File: config.mk
export PLATFORM = sky130hd
export DESIGN_NAME = pipeline_ctrl
export DESIGN_NICKNAME = d
export VERILOG_FILES = /design/src/rtl/core_pkg.sv /design/src/rtl/pctrl_hazard_detect.sv /design/src/rtl/pipeline_ctrl.sv
export SDC_FILE = /design/constraint.sdc
export NUM_CORES = 1
export LEC_CHECK = 0
export ABC_AREA = 1
export CORE_MARGIN = 5
export CORE_UTILIZATION = 27
export CTS_BUF_LIST = sky130_fd_sc_hd__clkbuf_16
export CTS_CLUSTER_SIZE = 30
export DETAILED_ROUTE_END_ITERATION = 12
export GPL_TIMING_DRIVEN = 0
export PLACE_DENSITY = 0.77
export RECOVER_POWER = 25
export SETUP_SLACK_MARGIN = 0.05
export SLEW_MARGIN = 10
export SYNTH_ARGS = -nofsm -noshare
export SYNTH_HDL_FRONTEND = slang
export SYNTH_SLANG_ARGS = --single-unit
File: constraint.sdc
create_clock -name clk -period 1.12 [get_ports clk]
set_input_delay 0.224 -clock clk [delete_from_list [all_inputs] [get_ports clk]]
set_output_delay 0.224 -clock clk [all_outputs]
set_load 0.01 [all_outputs]
File: src/rtl/core_pkg.sv
// Shared types for the pipeline hazard/sequencing controller.
package core_pkg;

  typedef enum logic [1:0] {
    StRun     = 2'd0,
    StMemWait = 2'd1,
    StHalted  = 2'd2,
    StError   = 2'd3
  } pctrl_state_e;

  typedef struct packed {
    logic pc_we;
    logic if_id_we;
    logic if_id_flush;
    logic id_ex_we;
    logic id_ex_flush;
    logic ex_mem_we;
    logic mem_wb_flush;
  } pipe_ctrl_t;

  localparam pipe_ctrl_t PIPE_CTRL_NOP    = pipe_ctrl_t'(7'b000_0000);
  localparam pipe_ctrl_t PIPE_CTRL_RUN    = pipe_ctrl_t'(7'b110_1010);
  // Whole pipe held; only a bubble drains into WB.
  localparam pipe_ctrl_t PIPE_CTRL_FREEZE = pipe_ctrl_t'(7'b000_0001);

endpackage

File: src/rtl/pctrl_hazard_detect.sv
// Combinational load-use hazard compare between the ID operands and the load in EX.
module pctrl_hazard_detect #(
  parameter int unsigned REG_ADDR_WIDTH = 5
) (
  input  logic [REG_ADDR_WIDTH-1:0] id_rs1_i,
  input  logic [REG_ADDR_WIDTH-1:0] id_rs2_i,
  input  logic                      id_rs1_used_i,
  input  logic                      id_rs2_used_i,
  input  logic [REG_ADDR_WIDTH-1:0] ex_rd_i,
  input  logic                      ex_mem_read_i,
  output logic                      load_use_o
);

  logic rs1_hit, rs2_hit;

  always_comb begin
    rs1_hit    = id_rs1_used_i && (id_rs1_i == ex_rd_i);
    rs2_hit    = id_rs2_used_i && (id_rs2_i == ex_rd_i);
    // x0 is never a real dependency.
    load_use_o = ex_mem_read_i && (ex_rd_i != '0) && (rs1_hit || rs2_hit);
  end

endmodule

File: src/rtl/pipeline_ctrl.sv
// Hazard/sequencing controller: stalls, flushes, memory wait, halt and watchdog.
// Optional perf counters enabled with PIPE_CTRL_PERF_CNT_EN.
module pipeline_ctrl
  import core_pkg::*;
#(
  parameter int unsigned REG_ADDR_WIDTH = 5,
  parameter int unsigned MEM_TIMEOUT    = 16,
  parameter int unsigned CNT_WIDTH      = 32
) (
  input  logic                      clk,
  input  logic                      rst_n,
  input  logic [REG_ADDR_WIDTH-1:0] id_rs1_i,
  input  logic [REG_ADDR_WIDTH-1:0] id_rs2_i,
  input  logic                      id_rs1_used_i,
  input  logic                      id_rs2_used_i,
  input  logic [REG_ADDR_WIDTH-1:0] ex_rd_i,
  input  logic                      ex_MemRead_i,
  input  logic                      ex_br_taken_i,
  input  logic                      mem_req_i,
  input  logic                      mem_ready_i,
  input  logic                      halt_i,
  input  logic                      resume_i,
  output logic                      pc_we_o,
  output logic                      if_id_we_o,
  output logic                      if_id_flush_o,
  output logic                      id_ex_we_o,
  output logic                      id_ex_flush_o,
  output logic                      ex_mem_we_o,
  output logic                      mem_wb_flush_o,
  output logic                      halted_o,
  output logic                      err_o,
  output logic [CNT_WIDTH-1:0]      stall_cnt_o,
  output logic [CNT_WIDTH-1:0]      flush_cnt_o
);

  localparam int unsigned WdW = (MEM_TIMEOUT > 2) ? $clog2(MEM_TIMEOUT) : 1;

  pctrl_state_e   state_q, state_d;
  logic [WdW-1:0] wd_q, wd_d;
  logic           err_q, err_d;
  logic           load_use;
  logic           mem_wait;
  pipe_ctrl_t     ctrl;

  pctrl_hazard_detect #(
    .REG_ADDR_WIDTH(REG_ADDR_WIDTH)
  ) u_hazard (
    .id_rs1_i      (id_rs1_i),
    .id_rs2_i      (id_rs2_i),
    .id_rs1_used_i (id_rs1_used_i),
    .id_rs2_used_i (id_rs2_used_i),
    .ex_rd_i       (ex_rd_i),
    .ex_mem_read_i (ex_MemRead_i),
    .load_use_o    (load_use)
  );

  always_comb begin
    state_d  = state_q;
    wd_d     = wd_q;
    err_d    = err_q;
    ctrl     = PIPE_CTRL_RUN;
    mem_wait = mem_req_i && !mem_ready_i;

    if (state_q == StError) begin
      ctrl = PIPE_CTRL_FREEZE;
    end else if (mem_wait) begin
      ctrl = PIPE_CTRL_FREEZE;
      if (wd_q == WdW'(MEM_TIMEOUT - 1)) begin
        state_d = StError;
        err_d   = 1'b1;
        wd_d    = '0;
      end else begin
        state_d = StMemWait;
        wd_d    = wd_q + 1'b1;
      end
    end else if (state_q == StHalted) begin
      ctrl = PIPE_CTRL_FREEZE;
      wd_d = '0;
      if (resume_i) begin
        state_d = StRun;
      end
    end else begin
      // RUN, or the cycle a memory wait completes.
      wd_d    = '0;
      state_d = halt_i ? StHalted : StRun;
      if (ex_br_taken_i) begin
        // Squashed ID instruction must not also stall the front end.
        ctrl.if_id_flush = 1'b1;
        ctrl.id_ex_flush = 1'b1;
      end else if (load_use) begin
        ctrl.pc_we       = 1'b0;
        ctrl.if_id_we    = 1'b0;
        ctrl.id_ex_flush = 1'b1;
      end
    end

    if (!rst_n) begin
      ctrl = PIPE_CTRL_NOP;
    end
  end

  always_ff @(posedge clk) begin
    if (!rst_n) begin
      state_q <= StRun;
      wd_q    <= '0;
      err_q   <= 1'b0;
    end else begin
      state_q <= state_d;
      wd_q    <= wd_d;
      err_q   <= err_d;
    end
  end

  assign pc_we_o        = ctrl.pc_we;
  assign if_id_we_o     = ctrl.if_id_we;
  assign if_id_flush_o  = ctrl.if_id_flush;
  assign id_ex_we_o     = ctrl.id_ex_we;
  assign id_ex_flush_o  = ctrl.id_ex_flush;
  assign ex_mem_we_o    = ctrl.ex_mem_we;
  assign mem_wb_flush_o = ctrl.mem_wb_flush;
  assign halted_o       = rst_n && (state_q == StHalted);
  assign err_o          = err_q;

`ifdef PIPE_CTRL_PERF_CNT_EN
  logic [CNT_WIDTH-1:0] stall_cnt_q, flush_cnt_q;

  always_ff @(posedge clk) begin
    if (!rst_n) begin
      stall_cnt_q <= '0;
      flush_cnt_q <= '0;
    end else begin
      if ((state_q != StError) && !ctrl.pc_we) begin
        stall_cnt_q <= stall_cnt_q + 1'b1;
      end
      // Only a taken branch raises the IF/ID flush.
      if (ctrl.if_id_flush) begin
        flush_cnt_q <= flush_cnt_q + 1'b1;
      end
    end
  end

  assign stall_cnt_o = stall_cnt_q;
  assign flush_cnt_o = flush_cnt_q;
`else
  assign stall_cnt_o = '0;
  assign flush_cnt_o = '0;
`endif

endmodule
==> results of run 1 <==
[path summary, 6_finish.rpt]
path / from / end / slack (ns) / cells after the start
setup reg to reg: state_q[1]$_SDFFE_PN0P_ / state_q[1]$_SDFFE_PN0P_ / -0.20 / 6
hold / removal: rst_n / wd_q[0]$_SDFFE_PN0N_ / 0.28 / 3
setup / recovery: state_q[1]$_SDFFE_PN0P_ / pc_we_o / -0.28 / 6
hold reg to reg: err_o$_SDFFE_PN0P_ / err_o$_SDFFE_PN0P_ / 0.50 / 2
[flip-flops by register name, summed over array words and instances (netlist names)]
| register | cells |
|---|---|
| state_q | 2 |
| err_o | 1 |
| wd_q | 4 |
[per-layer routing]
layer	vias to the layer above	global-route usage [%]	routed length (microns)
met5	-	0	0
met2	53	16.63	1566
met3	4	2.297	316
met4	0	4.225	48
met1	449	10.18	929
li1	624	-	-
[stage by stage]
stage          util [%]  hold slack (ns)
2_1_floorplan         -           0.3624
3_3_place_gp      43.98           0.4633
3_5_place_dp      43.98           0.4752
4_1_cts           46.32           0.4313
5_1_grt           49.48           0.2944
6_report          49.48           0.2761
[timing repair]
| item | CTS | global route |
|---|---|---|
| gates resized for setup | 97 | 68 |
| endpoints found under the setup margin | 15 | 15 |
| buffers inserted | 6 | 4 |
| hold buffers | 0 | 0 |
| pin swaps | 21 | 32 |
[layout make-up]
cell class	count	area, sq um
Buffer	66	503.0
Clock inverter	1	3.754
Timing Repair Buffer	42	350.3
Tap cell	50	62.56
Fill cell	393	2021
Clock buffer	3	75.07
Sequential cell	7	148.9
Inverter	23	113.9
Multi-Input combinational cell	142	721.9
[worst min-delay path, delay by kind of cell]
family | cells | cell delay, ns
buf+inv | 1 | 0.13
compound gates | 2 | 0.11
[cells in the final DEF, fill, tap and decap left out, drive strengths merged]
cell,count
a211oi,1
a21oi,5
and3,1
buf,93
clkbuf,12
clkdlybuf4s15,2
clkdlybuf4s50,3
conb,64
dfxtp,7
dlymetal6s2s,1
ha,1
inv,24
nand2,43
nand3,5
nand4,1
nor2,13
nor3,3
o2111ai,1
o21ai,3
xnor2,1
[report_power, final]
part / switching [W] / internal (W) / total [W] / leakage [nW]
sequential: 0.00000890 / 0.000259 / 0.000268 / 0.0588
combinational: 0.000295 / 0.000329 / 0.000624 / 1.10
clock: 0.000128 / 0.000464 / 0.000591 / 0.0423
[logic make-up (layout without fill, tap and decap cells)]
logic type | count (synthesis) | in the layout
buf+inv | 89 | 135
simple gates | 66 | 66
compound gates | 10 | 10
flops | 7 | 7
fa+ha+maj | 1 | 1
other cells | 1 | 64
xor+xnor | 1 | 1
==> qor.yml, run 1 <==
status: "finished, violations left"
violations: "setup timing"
fin_ws_ns: -0.2845
dp_cells: 321
antenna_found_initial: 0
synth_area_leader_cell: "buf_4"
cts_root_buffer: "clkbuf_16"
finalCritPeriodShare_pct: 125.4
final-setup-viol-count: 14
finalSetupTns_ns: -2.467
drt-pass1-iter-count: 4
insertion_delay_ns: 0.23
synthSimpleGateAreaFrac_pct: 26.78
gp_congestion: 0.8345
path_clk_slew_ns: 0.03
grt.total_usage_pct: 9.253
synthCells: 175
power.density_nw_per_um2: 749.5
synthXorXnorAreaFrac_pct: 0.7910
cts_tree: "built"
cp_top_family: "flip-flops"
yosys-top-cells-area: "buf_4 45%, nand2_1 14%, dfxtp_1 13%"
port_buffers: 33
pre_cts_ws_ns: -1.086
ys_warn_count: 0
synthArstFlopShare_pct: 0
fmax_ghz: 0.7120
ioPinCount: 98
ir_worst_vdd_mv: 0.4587
htree_levels: 1
final_antenna_net_count: 0
coreArea_sq_um: 4000
slowest_delay_ns: 0.34
fin_area_sq_um: 1979
clock_skew_ns: 0.001668
initial_utilization_pct: 27.68
crit_type: "flop to primary output"
synth_seq_cells: 7
wl_per_cell_microns: 8.563
finalCriticalPeriod_ns: 1.405
synth_top_family_by_area: "buffers and inverters"
die_w_microns: 74.04
synth_top_area_share_pct: 44.75
clockBufferDepth: 2
placed_area_sq_um: 1759
crit_fanout: 3
worst_ep_required_time_ns: 0.90
first_iter_violations: 29
antenna_cells: 0
synthAdderAreaFrac_pct: 1.130
first_global_vias: 945
grt_start_max_net_pins: 8
drc: 0
avgViaCountPerCell: 3.383
synth-compound-area-share_pct: 5.537
synthMuxAreaShare_pct: 0
cts_inserted_buffers: 3
dr_total_vias: 1130
synth_cell_types: 22
yosysMostFrequentCell: "buf_4"
cp-start-kind: "flop"
synth_area_per_cell_sq_um: 6.327
netlist_top_cells_count: "66 x buf_4, 42 x nand2_1, 15 x inv_1, 11 x nor2_1"
cp_num_buf_inv: 3
grt_pass1_wl_mm: 3.988
die_area_sq_um: 5482
synth-edff-count: 0
crit_slowest_cell: "dfxtp_4"
maxCapViolCount: 0
cts.sinks: 7
yosysSeqAreaShare_pct: 12.66
rsz0062_at_grt: "yes"
wirelength_mm: 2.860
syn_area_sq_um: 1107
dp_hpwl_mm: 2.290
static-leakage-power_nw: 1.197
endpoint_kind: "primary output"
crit_top_cell: "buf_6"
final_cells: 334
report.final.slew_viol_count: 0
critPathArrivalTime_ns: 1.18
synth_ff_type: "dfxtp_1"
die_h_microns: 74.04
rows: 23
hold_viol: 0
path_cells: "nor3_4 -> buf_6 -> nand2_4 -> nand2_4 -> buf_6 -> buf_6"
grt_overflow_total: 0
design_power_total_w: 0.001483
final_layout_size_suffix_gt1_share_pct: 52.82
finalNetCount: 311
synthToLayoutAreaGrowth_pct: 78.76
hp-class: "input pin to flop"
Note: power is estimated with default switching activity, not from simulation.
==> run 2: changes to the inputs <==
--- a/config.mk
+++ b/config.mk
@@ -15,7 +15,7 @@
 export PLACE_DENSITY = 0.77
 export RECOVER_POWER = 25
 export SETUP_SLACK_MARGIN = 0.05
-export SLEW_MARGIN = 10
+export SLEW_MARGIN = 20
 export SYNTH_ARGS = -nofsm -noshare
 export SYNTH_HDL_FRONTEND = slang
 export SYNTH_SLANG_ARGS = --single-unit
==> results of run 2 <==
No change in the layout: final DEF, timing and power equal those of run 1.
